`src/rtl/vga_text_pkg.sv`:
```
// rtl/vga_text_pkg.sv - shared geometry, opcodes and sequencer states for the text VRAM blitter
package vga_text_pkg;

  localparam int ROWS       = 30;
  localparam int ROW_WORDS  = 40;
  localparam int VRAM_WORDS = 1200;

  typedef enum logic [1:0] {
    OP_NOP      = 2'b00,
    OP_SCROLL   = 2'b01,
    OP_CLEAR    = 2'b10,
    OP_FILL_ROW = 2'b11
  } blit_op_t;

  typedef enum logic [2:0] {
    IDLE  = 3'd0,
    RD    = 3'd1,
    RWAIT = 3'd2,
    WR    = 3'd3,
    FILL  = 3'd4,
    FIN   = 3'd5
  } blit_state_t;

endpackage

```
`src/rtl/vram_blit_engine_if.sv`:
```
// rtl/vram_blit_engine_if.sv - CPU, command and VRAM port-A signal bundle of the blit engine
interface vram_blit_engine_if #(
  parameter int ADDR_W = 11,
  parameter int DATA_W = 32
);
  logic              AVL_CS;
  logic              AVL_READ;
  logic              AVL_WRITE;
  logic [ADDR_W-1:0] AVL_ADDR;
  logic [3:0]        AVL_BYTE_EN;
  logic [DATA_W-1:0] AVL_WRITEDATA;

  logic              CMD_VALID;
  logic              CMD_READY;
  logic [1:0]        CMD_OP;
  logic [4:0]        CMD_ROW;
  logic [DATA_W-1:0] CMD_FILL;

  logic              BUSY;
  logic              DONE;
  logic              ERR;

  logic [ADDR_W-1:0] MEM_ADDR;
  logic [DATA_W-1:0] MEM_WDATA;
  logic [3:0]        MEM_BYTE_EN;
  logic              MEM_RDEN;
  logic              MEM_WREN;
  logic [DATA_W-1:0] MEM_RDATA;

  modport slave (
    input  AVL_CS, AVL_READ, AVL_WRITE, AVL_ADDR, AVL_BYTE_EN, AVL_WRITEDATA,
    input  CMD_VALID, CMD_OP, CMD_ROW, CMD_FILL, MEM_RDATA,
    output CMD_READY, BUSY, DONE, ERR,
    output MEM_ADDR, MEM_WDATA, MEM_BYTE_EN, MEM_RDEN, MEM_WREN
  );

  modport master (
    output AVL_CS, AVL_READ, AVL_WRITE, AVL_ADDR, AVL_BYTE_EN, AVL_WRITEDATA,
    output CMD_VALID, CMD_OP, CMD_ROW, CMD_FILL, MEM_RDATA,
    input  CMD_READY, BUSY, DONE, ERR,
    input  MEM_ADDR, MEM_WDATA, MEM_BYTE_EN, MEM_RDEN, MEM_WREN
  );
endinterface

```
`src/rtl/vram_port_mux.sv`:
```
// rtl/vram_port_mux.sv - combinational VRAM port-A select; the CPU always wins over the engine
module vram_port_mux #(
  parameter int ADDR_W = 11,
  parameter int DATA_W = 32
) (
  input  logic              cpu_cs,
  input  logic              cpu_read,
  input  logic              cpu_write,
  input  logic [ADDR_W-1:0] cpu_addr,
  input  logic [3:0]        cpu_byte_en,
  input  logic [DATA_W-1:0] cpu_wdata,
  input  logic              eng_rden,
  input  logic              eng_wren,
  input  logic [ADDR_W-1:0] eng_addr,
  input  logic [DATA_W-1:0] eng_wdata,
  output logic [ADDR_W-1:0] mem_addr,
  output logic [DATA_W-1:0] mem_wdata,
  output logic [3:0]        mem_byte_en,
  output logic              mem_rden,
  output logic              mem_wren,
  output logic              cpu_grant
);

  always_comb begin
    cpu_grant = cpu_cs & (cpu_read | cpu_write);
    if (cpu_grant) begin
      mem_addr    = cpu_addr;
      mem_wdata   = cpu_wdata;
      mem_byte_en = cpu_byte_en;
      mem_rden    = cpu_read;
      mem_wren    = cpu_write;
    end else begin
      mem_addr    = eng_addr;
      mem_wdata   = eng_wdata;
      mem_byte_en = 4'hF;
      mem_rden    = eng_rden;
      mem_wren    = eng_wren;
    end
  end

endmodule

```
`src/rtl/vram_blit_engine.sv`:
```
// rtl/vram_blit_engine.sv - scroll/clear/fill-row sequencer using idle cycles of VRAM port A
module vram_blit_engine #(
  parameter int ROWS      = 30,
  parameter int ROW_WORDS = 40,
  parameter int ADDR_W    = 11,
  parameter int DATA_W    = 32
) (
  input logic               CLK,
  input logic               RESET,
  vram_blit_engine_if.slave bus
);
  import vga_text_pkg::*;

  localparam logic [ADDR_W-1:0] COPY_END = ADDR_W'((ROWS - 1) * ROW_WORDS);
  localparam logic [ADDR_W-1:0] LAST_END = ADDR_W'(ROWS * ROW_WORDS);
  localparam logic [ADDR_W-1:0] ROW_STEP = ADDR_W'(ROW_WORDS);

  blit_state_t       state_q, state_d;
  logic [ADDR_W-1:0] dst_q, dst_d, end_q, end_d;
  logic [DATA_W-1:0] hold_q, hold_d, fill_q, fill_d;
  logic              err_q, err_d;

  logic [ADDR_W-1:0] row_base, dst_inc, eng_addr;
  logic [DATA_W-1:0] eng_wdata;
  logic              eng_rden, eng_wren, cpu_grant;

  assign row_base = ADDR_W'(bus.CMD_ROW) * ROW_STEP;
  assign dst_inc  = dst_q + ADDR_W'(1);

  vram_port_mux #(.ADDR_W(ADDR_W), .DATA_W(DATA_W)) u_mux (
    .cpu_cs      (bus.AVL_CS),
    .cpu_read    (bus.AVL_READ),
    .cpu_write   (bus.AVL_WRITE),
    .cpu_addr    (bus.AVL_ADDR),
    .cpu_byte_en (bus.AVL_BYTE_EN),
    .cpu_wdata   (bus.AVL_WRITEDATA),
    .eng_rden    (eng_rden),
    .eng_wren    (eng_wren),
    .eng_addr    (eng_addr),
    .eng_wdata   (eng_wdata),
    .mem_addr    (bus.MEM_ADDR),
    .mem_wdata   (bus.MEM_WDATA),
    .mem_byte_en (bus.MEM_BYTE_EN),
    .mem_rden    (bus.MEM_RDEN),
    .mem_wren    (bus.MEM_WREN),
    .cpu_grant   (cpu_grant)
  );

  always_comb begin
    state_d   = state_q;
    dst_d     = dst_q;
    end_d     = end_q;
    hold_d    = hold_q;
    fill_d    = fill_q;
    err_d     = err_q;
    eng_rden  = 1'b0;
    eng_wren  = 1'b0;
    eng_addr  = dst_q;
    eng_wdata = fill_q;
    case (state_q)
      IDLE: begin
        if (bus.CMD_VALID) begin
          fill_d = bus.CMD_FILL;
          err_d  = 1'b0;
          dst_d  = '0;
          end_d  = LAST_END;
          case (blit_op_t'(bus.CMD_OP))
            OP_SCROLL: state_d = RD;
            OP_CLEAR:  state_d = FILL;
            OP_FILL_ROW: begin
              if (ADDR_W'(bus.CMD_ROW) >= ADDR_W'(ROWS)) begin
                err_d   = 1'b1;
                state_d = FIN;
              end else begin
                dst_d   = row_base;
                end_d   = row_base + ROW_STEP;
                state_d = FILL;
              end
            end
            default: state_d = FIN;
          endcase
        end
      end
      RD: begin
        eng_rden = 1'b1;
        eng_addr = dst_q + ROW_STEP;
        if (!cpu_grant) state_d = RWAIT;
      end
      // Read data arrives here whether or not the CPU owns the port this cycle.
      RWAIT: begin
        hold_d  = bus.MEM_RDATA;
        state_d = WR;
      end
      WR: begin
        eng_wren  = 1'b1;
        eng_wdata = hold_q;
        if (!cpu_grant) begin
          dst_d   = dst_inc;
          state_d = (dst_inc < COPY_END) ? RD : FILL;
        end
      end
      FILL: begin
        eng_wren = 1'b1;
        if (!cpu_grant) begin
          dst_d = dst_inc;
          if (!(dst_inc < end_q)) state_d = FIN;
        end
      end
      FIN:     state_d = IDLE;
      default: state_d = IDLE;
    endcase
  end

  always_ff @(posedge CLK or negedge RESET) begin
    if (!RESET) begin
      state_q <= IDLE;
      dst_q   <= '0;
      end_q   <= '0;
      hold_q  <= '0;
      fill_q  <= '0;
      err_q   <= 1'b0;
    end else begin
      state_q <= state_d;
      dst_q   <= dst_d;
      end_q   <= end_d;
      hold_q  <= hold_d;
      fill_q  <= fill_d;
      err_q   <= err_d;
    end
  end

  assign bus.CMD_READY = (state_q == IDLE);
  assign bus.BUSY      = (state_q != IDLE);
  assign bus.DONE      = (state_q == FIN);
  assign bus.ERR       = (state_q == FIN) & err_q;

endmodule

```
`src/flat_wrapper.sv`:
```
// flat-port wrapper written by rule: the top's interface ports become plain ports
module vram_blit_engine_flat import vga_text_pkg::*;
#(
  parameter int ROWS      = 30,
  parameter int ROW_WORDS = 40,
  parameter int ADDR_W    = 11,
  parameter int DATA_W    = 32
)
  (CLK, RESET, bus_AVL_CS, bus_AVL_READ, bus_AVL_WRITE, bus_AVL_ADDR, bus_AVL_BYTE_EN, bus_AVL_WRITEDATA, bus_CMD_VALID, bus_CMD_OP, bus_CMD_ROW, bus_CMD_FILL, bus_MEM_RDATA, bus_CMD_READY, bus_BUSY, bus_DONE, bus_ERR, bus_MEM_ADDR, bus_MEM_WDATA, bus_MEM_BYTE_EN, bus_MEM_RDEN, bus_MEM_WREN);
  vram_blit_engine_if #(.ADDR_W(ADDR_W), .DATA_W(DATA_W)) bus_i ();
  input logic CLK;
  input logic RESET;
  input wire logic [$bits(bus_i.AVL_CS)-1:0] bus_AVL_CS;
  input wire logic [$bits(bus_i.AVL_READ)-1:0] bus_AVL_READ;
  input wire logic [$bits(bus_i.AVL_WRITE)-1:0] bus_AVL_WRITE;
  input wire logic [$bits(bus_i.AVL_ADDR)-1:0] bus_AVL_ADDR;
  input wire logic [$bits(bus_i.AVL_BYTE_EN)-1:0] bus_AVL_BYTE_EN;
  input wire logic [$bits(bus_i.AVL_WRITEDATA)-1:0] bus_AVL_WRITEDATA;
  input wire logic [$bits(bus_i.CMD_VALID)-1:0] bus_CMD_VALID;
  input wire logic [$bits(bus_i.CMD_OP)-1:0] bus_CMD_OP;
  input wire logic [$bits(bus_i.CMD_ROW)-1:0] bus_CMD_ROW;
  input wire logic [$bits(bus_i.CMD_FILL)-1:0] bus_CMD_FILL;
  input wire logic [$bits(bus_i.MEM_RDATA)-1:0] bus_MEM_RDATA;
  output wire logic [$bits(bus_i.CMD_READY)-1:0] bus_CMD_READY;
  output wire logic [$bits(bus_i.BUSY)-1:0] bus_BUSY;
  output wire logic [$bits(bus_i.DONE)-1:0] bus_DONE;
  output wire logic [$bits(bus_i.ERR)-1:0] bus_ERR;
  output wire logic [$bits(bus_i.MEM_ADDR)-1:0] bus_MEM_ADDR;
  output wire logic [$bits(bus_i.MEM_WDATA)-1:0] bus_MEM_WDATA;
  output wire logic [$bits(bus_i.MEM_BYTE_EN)-1:0] bus_MEM_BYTE_EN;
  output wire logic [$bits(bus_i.MEM_RDEN)-1:0] bus_MEM_RDEN;
  output wire logic [$bits(bus_i.MEM_WREN)-1:0] bus_MEM_WREN;
  assign bus_i.AVL_CS = bus_AVL_CS;
  assign bus_i.AVL_READ = bus_AVL_READ;
  assign bus_i.AVL_WRITE = bus_AVL_WRITE;
  assign bus_i.AVL_ADDR = bus_AVL_ADDR;
  assign bus_i.AVL_BYTE_EN = bus_AVL_BYTE_EN;
  assign bus_i.AVL_WRITEDATA = bus_AVL_WRITEDATA;
  assign bus_i.CMD_VALID = bus_CMD_VALID;
  assign bus_i.CMD_OP = bus_CMD_OP;
  assign bus_i.CMD_ROW = bus_CMD_ROW;
  assign bus_i.CMD_FILL = bus_CMD_FILL;
  assign bus_i.MEM_RDATA = bus_MEM_RDATA;
  assign bus_CMD_READY = bus_i.CMD_READY;
  assign bus_BUSY = bus_i.BUSY;
  assign bus_DONE = bus_i.DONE;
  assign bus_ERR = bus_i.ERR;
  assign bus_MEM_ADDR = bus_i.MEM_ADDR;
  assign bus_MEM_WDATA = bus_i.MEM_WDATA;
  assign bus_MEM_BYTE_EN = bus_i.MEM_BYTE_EN;
  assign bus_MEM_RDEN = bus_i.MEM_RDEN;
  assign bus_MEM_WREN = bus_i.MEM_WREN;
  vram_blit_engine #(.ROWS(ROWS), .ROW_WORDS(ROW_WORDS), .ADDR_W(ADDR_W), .DATA_W(DATA_W)) u_core (.CLK(CLK), .RESET(RESET), .bus(bus_i));
endmodule
```
`config.mk`:
```
export PLATFORM = sky130hd
export DESIGN_NAME = vram_blit_engine_flat
export DESIGN_NICKNAME = d
export VERILOG_FILES = /design/src/rtl/vga_text_pkg.sv /design/src/rtl/vram_blit_engine_if.sv /design/src/rtl/vram_port_mux.sv /design/src/rtl/vram_blit_engine.sv /design/src/flat_wrapper.sv
export SDC_FILE = /design/constraint.sdc
export NUM_CORES = 1
export LEC_CHECK = 0
export CAP_MARGIN = 0
export CORE_MARGIN = 8
export CORE_UTILIZATION = 35
export DETAILED_ROUTE_END_ITERATION = 10
export MAX_ROUTING_LAYER = met4
export PLACE_DENSITY = 0.63
export REMOVE_ABC_BUFFERS = 1
export SYNTH_ARGS = -nofsm -noshare
export SYNTH_HDL_FRONTEND = slang
export SYNTH_SLANG_ARGS = --single-unit
```
`constraint.sdc`:
```
create_clock -name CLK -period 4.3 [get_ports CLK]
set_input_delay 0.645 -clock CLK [delete_from_list [all_inputs] [get_ports CLK]]
set_output_delay 0.645 -clock CLK [all_outputs]
set_load 0.005 [all_outputs]
```
==> flow_metrics.env, run 1 <==
export IMPL_grt_overflow=0
export IMPL_synth_mux_area_fraction_pct=13.8
export IMPL_syn_area_um2=5200
export IMPL_worstPathArrival_ps=2680
export IMPL_grt_use_total_pct=16.8
export IMPL_ctsHoldBuffers=0
export IMPL_post_route_period_util_pct=77.3
export IMPL_port_buffer_count=176
export IMPL_irDropWorstVdd_mv=0.251
export IMPL_hold_violations=0
export IMPL_cts_buffer_depth=2
export IMPL_relSlewSlack_pct=40.3
export IMPL_post_cts_buffers=0
export IMPL_synth_cell_types=60
export IMPL_synth_edff_count=0
export IMPL_fin_nets=880
export IMPL_status="finished, final reports clean"
export IMPL_setup_tns_ps=0
export IMPL_endpoint_kind="output pin"
export IMPL_num_rows=44
export IMPL_path_class="reg -> out"
export IMPL_antenna_found_initial=0
export IMPL_htree_levels=3
export IMPL_via_per_inst=5.00
export IMPL_fp_dieArea_um2=19000
export IMPL_yosysSeqAreaShare_pct=41.9
export IMPL_rrSetupSlack_ps=1250
export IMPL_via_count=4641
export IMPL_max_slew_worst_pin_slew_ps=896
export IMPL_drtAntennaViolNets=0
export IMPL_power_per_cell_area_nw_per_um2=551
export IMPL_coreArea_um2=14500
export IMPL_drive_gt1_share_pct=9.80
export IMPL_rr_worst_depth=10
export IMPL_drv_slew=0
export IMPL_cts_sinks=87
export IMPL_setup_violations=0
export IMPL_synth_top_family_by_area="simple AND/OR/NAND/NOR gates"
export IMPL_grt_pass1_vias=4851
export IMPL_clk_pin_slew_ps=60
export IMPL_yosys_area_share_xor_xnor_pct=3.37
export IMPL_worst_setup_path_start_kind="flop"
export IMPL_diodes=0
export IMPL_reg2reg_to="u_core.state_q[0]$_DFFE_PN0P_"
export IMPL_start_util_pct=35.8
export IMPL_place_gp_congestion=0.876
export IMPL_hold_class="in -> async"
export IMPL_crit_fanout=20
export IMPL_avgSynthCellArea_um2=8.87
export IMPL_wl_per_cell_um=16.3
export IMPL_async_reset_ff_share_pct=100
export IMPL_synthToLayoutAreaGrowth_pct=42.1
export IMPL_tritoncts="yes"
export IMPL_fin_crit_ps=3320
export IMPL_fmax_ghz=0.301
export IMPL_grt_pass1_wl_um=24400
export IMPL_grt_max_degree=93
export IMPL_clock_latency_ps=340
export IMPL_synth_main_ff_cell="dfrtp_1"
export IMPL_wl_um=15200
export IMPL_drt_pass1_iterations=4
export IMPL_r2r_start="u_core.dst_q[1]$_DFFE_PN0P_"
export IMPL_synthAdderAreaFrac_pct=3.95
export IMPL_yosys_area_share_simple_pct=20.2
export IMPL_tritoncts_num_buffers=9
export IMPL_drt_iter0_drc=227
export IMPL_synth_seq_cells=87
export IMPL_cts_root_buf="clkbuf_16"
export IMPL_cap_violations=0
export IMPL_fin_hold_ws_ps=291
export IMPL_synth_compound_area_share_pct=12.5
export IMPL_fill_cells=1372
export IMPL_synthCells=586
export IMPL_hpwl_um=11300
export IMPL_dieHeight_um=138
export IMPL_drc=0
export IMPL_fin_skew_ps=2.43
export IMPL_die_x_um=138
export IMPL_ctsResizeCount=0
export IMPL_yosys_warnings=0
export IMPL_top_level_ports=177
export IMPL_rsz0062_at_grt="no"
export IMPL_critPathRequiredTime_ps=3650
export IMPL_cellLeakagePower_nw=3.30
==> how the worst max path moves through the flow <==
stage                                              from                           end  slack, ps  cells after the start
after floorplan                           bus_AVL_WRITE               bus_MEM_ADDR[3]       1300                      2
after global placement                   bus_CMD_ROW[1]  u_core.end_q[10]$_DFFE_PN0P_       1150                      9
after detailed placement                 bus_CMD_ROW[1]  u_core.end_q[10]$_DFFE_PN0P_       1080                      9
after CTS                 u_core.state_q[2]$_DFFE_PN0P_             bus_MEM_WDATA[12]        910                      6
after global routing      u_core.state_q[2]$_DFFE_PN0P_              bus_MEM_WDATA[9]        790                      6
final                     u_core.state_q[2]$_DFFE_PN0P_             bus_MEM_WDATA[26]        980                      6
==> where the power goes <==
| part | internal [mW] | switching, mW | leakage, nW | total (mW) |
|---|---|---|---|---|
| logic | 1.02 | 0.821 | 2.08 | 1.84 |
| clock network | 0.478 | 0.312 | 0.145 | 0.790 |
| registers | 1.19 | 0.256 | 1.08 | 1.44 |
==> cells by family after synthesis <==
family | Yosys count
AOI/OAI and AO/OA | 107
DFF | 87
buffers and inverters | 49
and+or+nand+nor | 240
muxes | 67
adders and majority gates | 16
xor gates and xnor gates | 20
==> synthesized netlist by cell type, drive strengths merged (3+ instances only) <==
library cell / n / area share, %
xnor2: 13 / 2.2
nor3: 10 / 1.4
or2: 3 / 0.41
mux2: 33 / 7.2
ha: 14 / 3.4
nand2: 170 / 12
buf: 19 / 2.1
a21oi: 13 / 1.3
inv: 12 / 0.87
nand2b: 4 / 0.48
and2: 3 / 0.36
o21a: 3 / 0.43
o21ai: 63 / 6.1
a31oi: 3 / 0.36
or3: 4 / 0.48
mux2i: 34 / 6.5
xor2: 7 / 1.2
clkbuf: 18 / 1.3
dfrtp: 87 / 42
nand3: 9 / 1.1
nor2: 26 / 1.9
a21o: 4 / 0.58
a22oi: 3 / 0.43
nor3b: 3 / 0.43
==> stage by stage <==
stage	total power [mW]	area [µm²]	cells	setup slack [ps]	util (%)
2_1_floorplan	2.48	5020	549	1300	-
3_3_place_gp	3.26	7090	914	1150	48.8
3_5_place_dp	3.32	7090	914	1080	48.8
4_1_cts	4.13	7380	929	914	50.8
5_1_grt	4.40	7380	929	786	50.8
6_report	4.07	7380	929	975	50.8
==> metal layers <==
metal / up-vias / part of all wire (%) / wire (µm) / global-route usage [%]
li1: 2296 / - / - / -
met1: 2182 / 43 / 6460 / 19.5
met2: 142 / 49 / 7490 / 27.8
met3: 21 / 6.4 / 964 / 4.85
met4: 0 / 1.8 / 268 / 4.54
met5: - / 0 / 0 / -
==> layout make-up <==
class / instances / area [µm²] / area share (%)
clock buffers: 12 / 256 / 3.47
clock inverters: 3 / 42.5 / 0.576
inverters: 12 / 45.0 / 0.610
multi-input cells: 450 / 2810 / 38.1
flip-flops and latches: 87 / 2180 / 29.5
well taps: 184 / 230 / 3.12
repair buffers: 181 / 1820 / 24.7
==> placed cells by master (no fill, tap or decap), drive strengths merged, types with 4 or more instances in the layout <==
cell / instances
a21o: 4
o21ai: 63
mux2i: 34
xnor2: 13
clkdlybuf4s50: 175
nand2b: 4
mux2: 33
buf: 6
a21oi: 13
ha: 14
or3: 4
xor2: 7
clkbuf: 12
inv: 12
nand3: 9
nor3: 10
nand2: 170
nor2: 26
dfrtp: 87
==> sequential cells by signal, indices dropped and copies added, names as in the netlist <==
signal          count
u_core.hold_q      32
u_core.state_q      3
u_core.fill_q      32
u_core.dst_q       11
u_core.end_q        8
u_core.err_q        1
==> critical path, cell delays in order (launching register included) <==
cell	delay, ps
dfrtp_1	460
and2b_1	280
nand2_2	410
buf_12	350
mux2i_1	130
o21ai_0	160
clkdlybuf4s50_1	530
Note: power is estimated with default switching activity, not from simulation.
==> inputs of run 2 (changes only) <==
==> constraint.sdc (replaced) <==
create_clock -name CLK -period 3.25 [get_ports CLK]
set_input_delay 0.4875 -clock CLK [delete_from_list [all_inputs] [get_ports CLK]]
set_output_delay 0.4875 -clock CLK [all_outputs]
set_load 0.005 [all_outputs]
==> run 2 against run 1 <==
First-iteration DRC count grew 3.5%. Global-route usage grew 0.73 points. Setup slack got worse by 690 ps. Via count is 1.6% higher. Clock skew up 1.7 ps. Non-clock buffer count up 8. Clock-buffer cell count decreased by 3. Cell area increased by 0.36%. Clock power up 22%. Worst hold slack got worse by 29 ps. Critical path type unchanged.
==> flow_metrics.env, run 2 (synthesized netlist as in run 1, its figures left out) <==
export IMPL_status="finished, final reports clean"
export IMPL_fin_skew_ps=4.11
export IMPL_endpoint_kind="output pin"
export IMPL_grt_pass1_wl_um=25700
export IMPL_rsz0062_at_grt="no"
export IMPL_via_count=4713
export IMPL_cts_buffer_depth=2
export IMPL_top_level_ports=177
export IMPL_sw_frac_of_total_pct=35.4
export IMPL_reg2reg_to="u_core.state_q[0]$_DFFE_PN0P_"
export IMPL_port_buffer_count=176
export IMPL_switching_power_mw=1.89
export IMPL_antenna_found_initial=0
export IMPL_hold_violations=0
export IMPL_dieHeight_um=138
export IMPL_fin_crit_ps=2970
export IMPL_wl_um=15900
export IMPL_seq_power_share_pct=35.6
export IMPL_clkPwrFrac_pct=18.0
export IMPL_path_class="reg -> out"
export IMPL_tritoncts_num_buffers=9
export IMPL_synthToLayoutAreaGrowth_pct=42.6
export IMPL_grt_overflow=0
export IMPL_p_comb_share_pct=46.4
export IMPL_cts_root_buf="clkbuf_16"
export IMPL_place_gp_congestion=0.903
export IMPL_critPathRequiredTime_ps=2760
export IMPL_fp_dieArea_um2=19000
export IMPL_cap_violations=0
export IMPL_wl_per_cell_um=17.0
export IMPL_via_per_inst=5.02
export IMPL_reg_top3="u_core.fill_q (32), u_core.hold_q (32), u_core.dst_q (11)"
export IMPL_hpwl_um=11700
export IMPL_clk_pin_slew_ps=60
export IMPL_clock_latency_ps=340
export IMPL_coreArea_um2=14500
export IMPL_num_rows=44
export IMPL_worstPathArrival_ps=2480
export IMPL_grt_pass1_vias=5028
export IMPL_final_util_pct=51.0
export IMPL_drive_gt1_share_pct=11.1
export IMPL_setup_tns_ps=0
export IMPL_cellLeakagePower_nw=3.33
export IMPL_ctsHoldBuffers=0
export IMPL_hold_class="in -> async"
export IMPL_ctsResizeCount=0
export IMPL_start_util_pct=35.8
export IMPL_layout_common_cells="clkdlybuf4s50_1, nand2_1, dfrtp_1"
export IMPL_fmax_ghz=0.337
export IMPL_power_per_cell_area_nw_per_um2=720
export IMPL_grt_max_degree=93
export IMPL_setup_violations=0
export IMPL_htree_levels=3
export IMPL_r2r_start="u_core.dst_q[0]$_DFFE_PN0P_"
export IMPL_tritoncts="yes"
export IMPL_post_cts_buffers=0
export IMPL_drv_slew=0
export IMPL_internal_power_mw=3.45
export IMPL_drt_pass1_iterations=5
export IMPL_worst_setup_path_start_kind="flop"
export IMPL_irDropWorstVdd_mv=0.345
export IMPL_rrSetupSlack_ps=380
export IMPL_crit_fanout=6
export IMPL_cp_startpoint="u_core.state_q[0]$_DFFE_PN0P_"
export IMPL_relSlewSlack_pct=38.7
export IMPL_layout_commonest_cell="clkdlybuf4s50_1"
export IMPL_fin_hold_ws_ps=262
export IMPL_post_route_period_util_pct=91.3
export IMPL_rr_worst_depth=10
export IMPL_diodes=0
export IMPL_grt_use_total_pct=17.5
export IMPL_fin_nets=888
export IMPL_drc=0
export IMPL_drtAntennaViolNets=0
export IMPL_die_x_um=138
export IMPL_drt_iter0_drc=235
export IMPL_endpoint="bus_MEM_ADDR[10]"
export IMPL_max_slew_worst_pin_slew_ps=920
export IMPL_cts_sinks=87
## run 2: changes by cell type in the layout (fill, tap and decap cells not counted), moves of 2 or more
| cell | previous run | this run |
|---|---|---|
| inv_6 | 0 | 2 |
| clkinv_2 | 1 | 3 |
| buf_4 | 4 | 13 |
| clkbuf_8 | 2 | 0 |
## run 2: how the worst min path moves through the flow
| stage | endpoint | slack, ps | cells after the start |
|---|---|---|---|
| final | u_core.fill_q[4]$_DFFE_PN0P_ | 260 | 1 |
| after global routing | u_core.fill_q[4]$_DFFE_PN0P_ | 340 | 1 |
| after CTS | u_core.fill_q[4]$_DFFE_PN0P_ | 310 | 1 |
| after detailed placement | u_core.fill_q[2]$_DFFE_PN0P_ | 460 | 2 |
| after global placement | u_core.fill_q[28]$_DFFE_PN0P_ | 460 | 2 |
| after floorplan | u_core.dst_q[0]$_DFFE_PN0P_ | 190 | 0 |
## run 2: per-layer routing
metal | global-route usage [%] | share of wire (%)
met1 | 20.7 | 43
met2 | 29.2 | 50
met3 | 4.19 | 6.2
met4 | 4.78 | 0.96
met5 | - | 0
## run 2: worst max-delay path, stage by stage (launching register included)
cell and delay [ps]:
dfrtp_1 460, inv_2 70, or3_4 430, or2_4 290, nor3_2 190, xnor2_1 80, o21ai_1 110, clkdlybuf4s50_1 510
## run 2: area by class of cell
class	instances	area (µm²)
clock buffer	9	225
sequential	87	2180
inverter	12	45.0
tap	184	230
fill	1375	7120
multi-input combinational	450	2820
clock inverter	7	47.5
timing repair buffer	189	1870
## run 2: per-stage QoR
stage	total power, mW	area [µm²]	setup WS [ps]	instances
6_report	5.34	7410	283	938
5_1_grt	5.76	7410	108	938
4_1_cts	5.41	7410	150	938
3_5_place_dp	4.41	7130	163	922
3_3_place_gp	4.35	7130	321	922
2_1_floorplan	3.27	5020	249	549
## run 2: power by group through the flow
stage,logic (mW),registers (mW),clock network [mW]
after floorplan,1.44,1.83,0
after global placement,2.47,1.88,0
after detailed placement,2.50,1.92,0
after CTS,2.52,1.89,0.995
after global routing,2.75,1.96,1.04
final,2.48,1.90,0.961
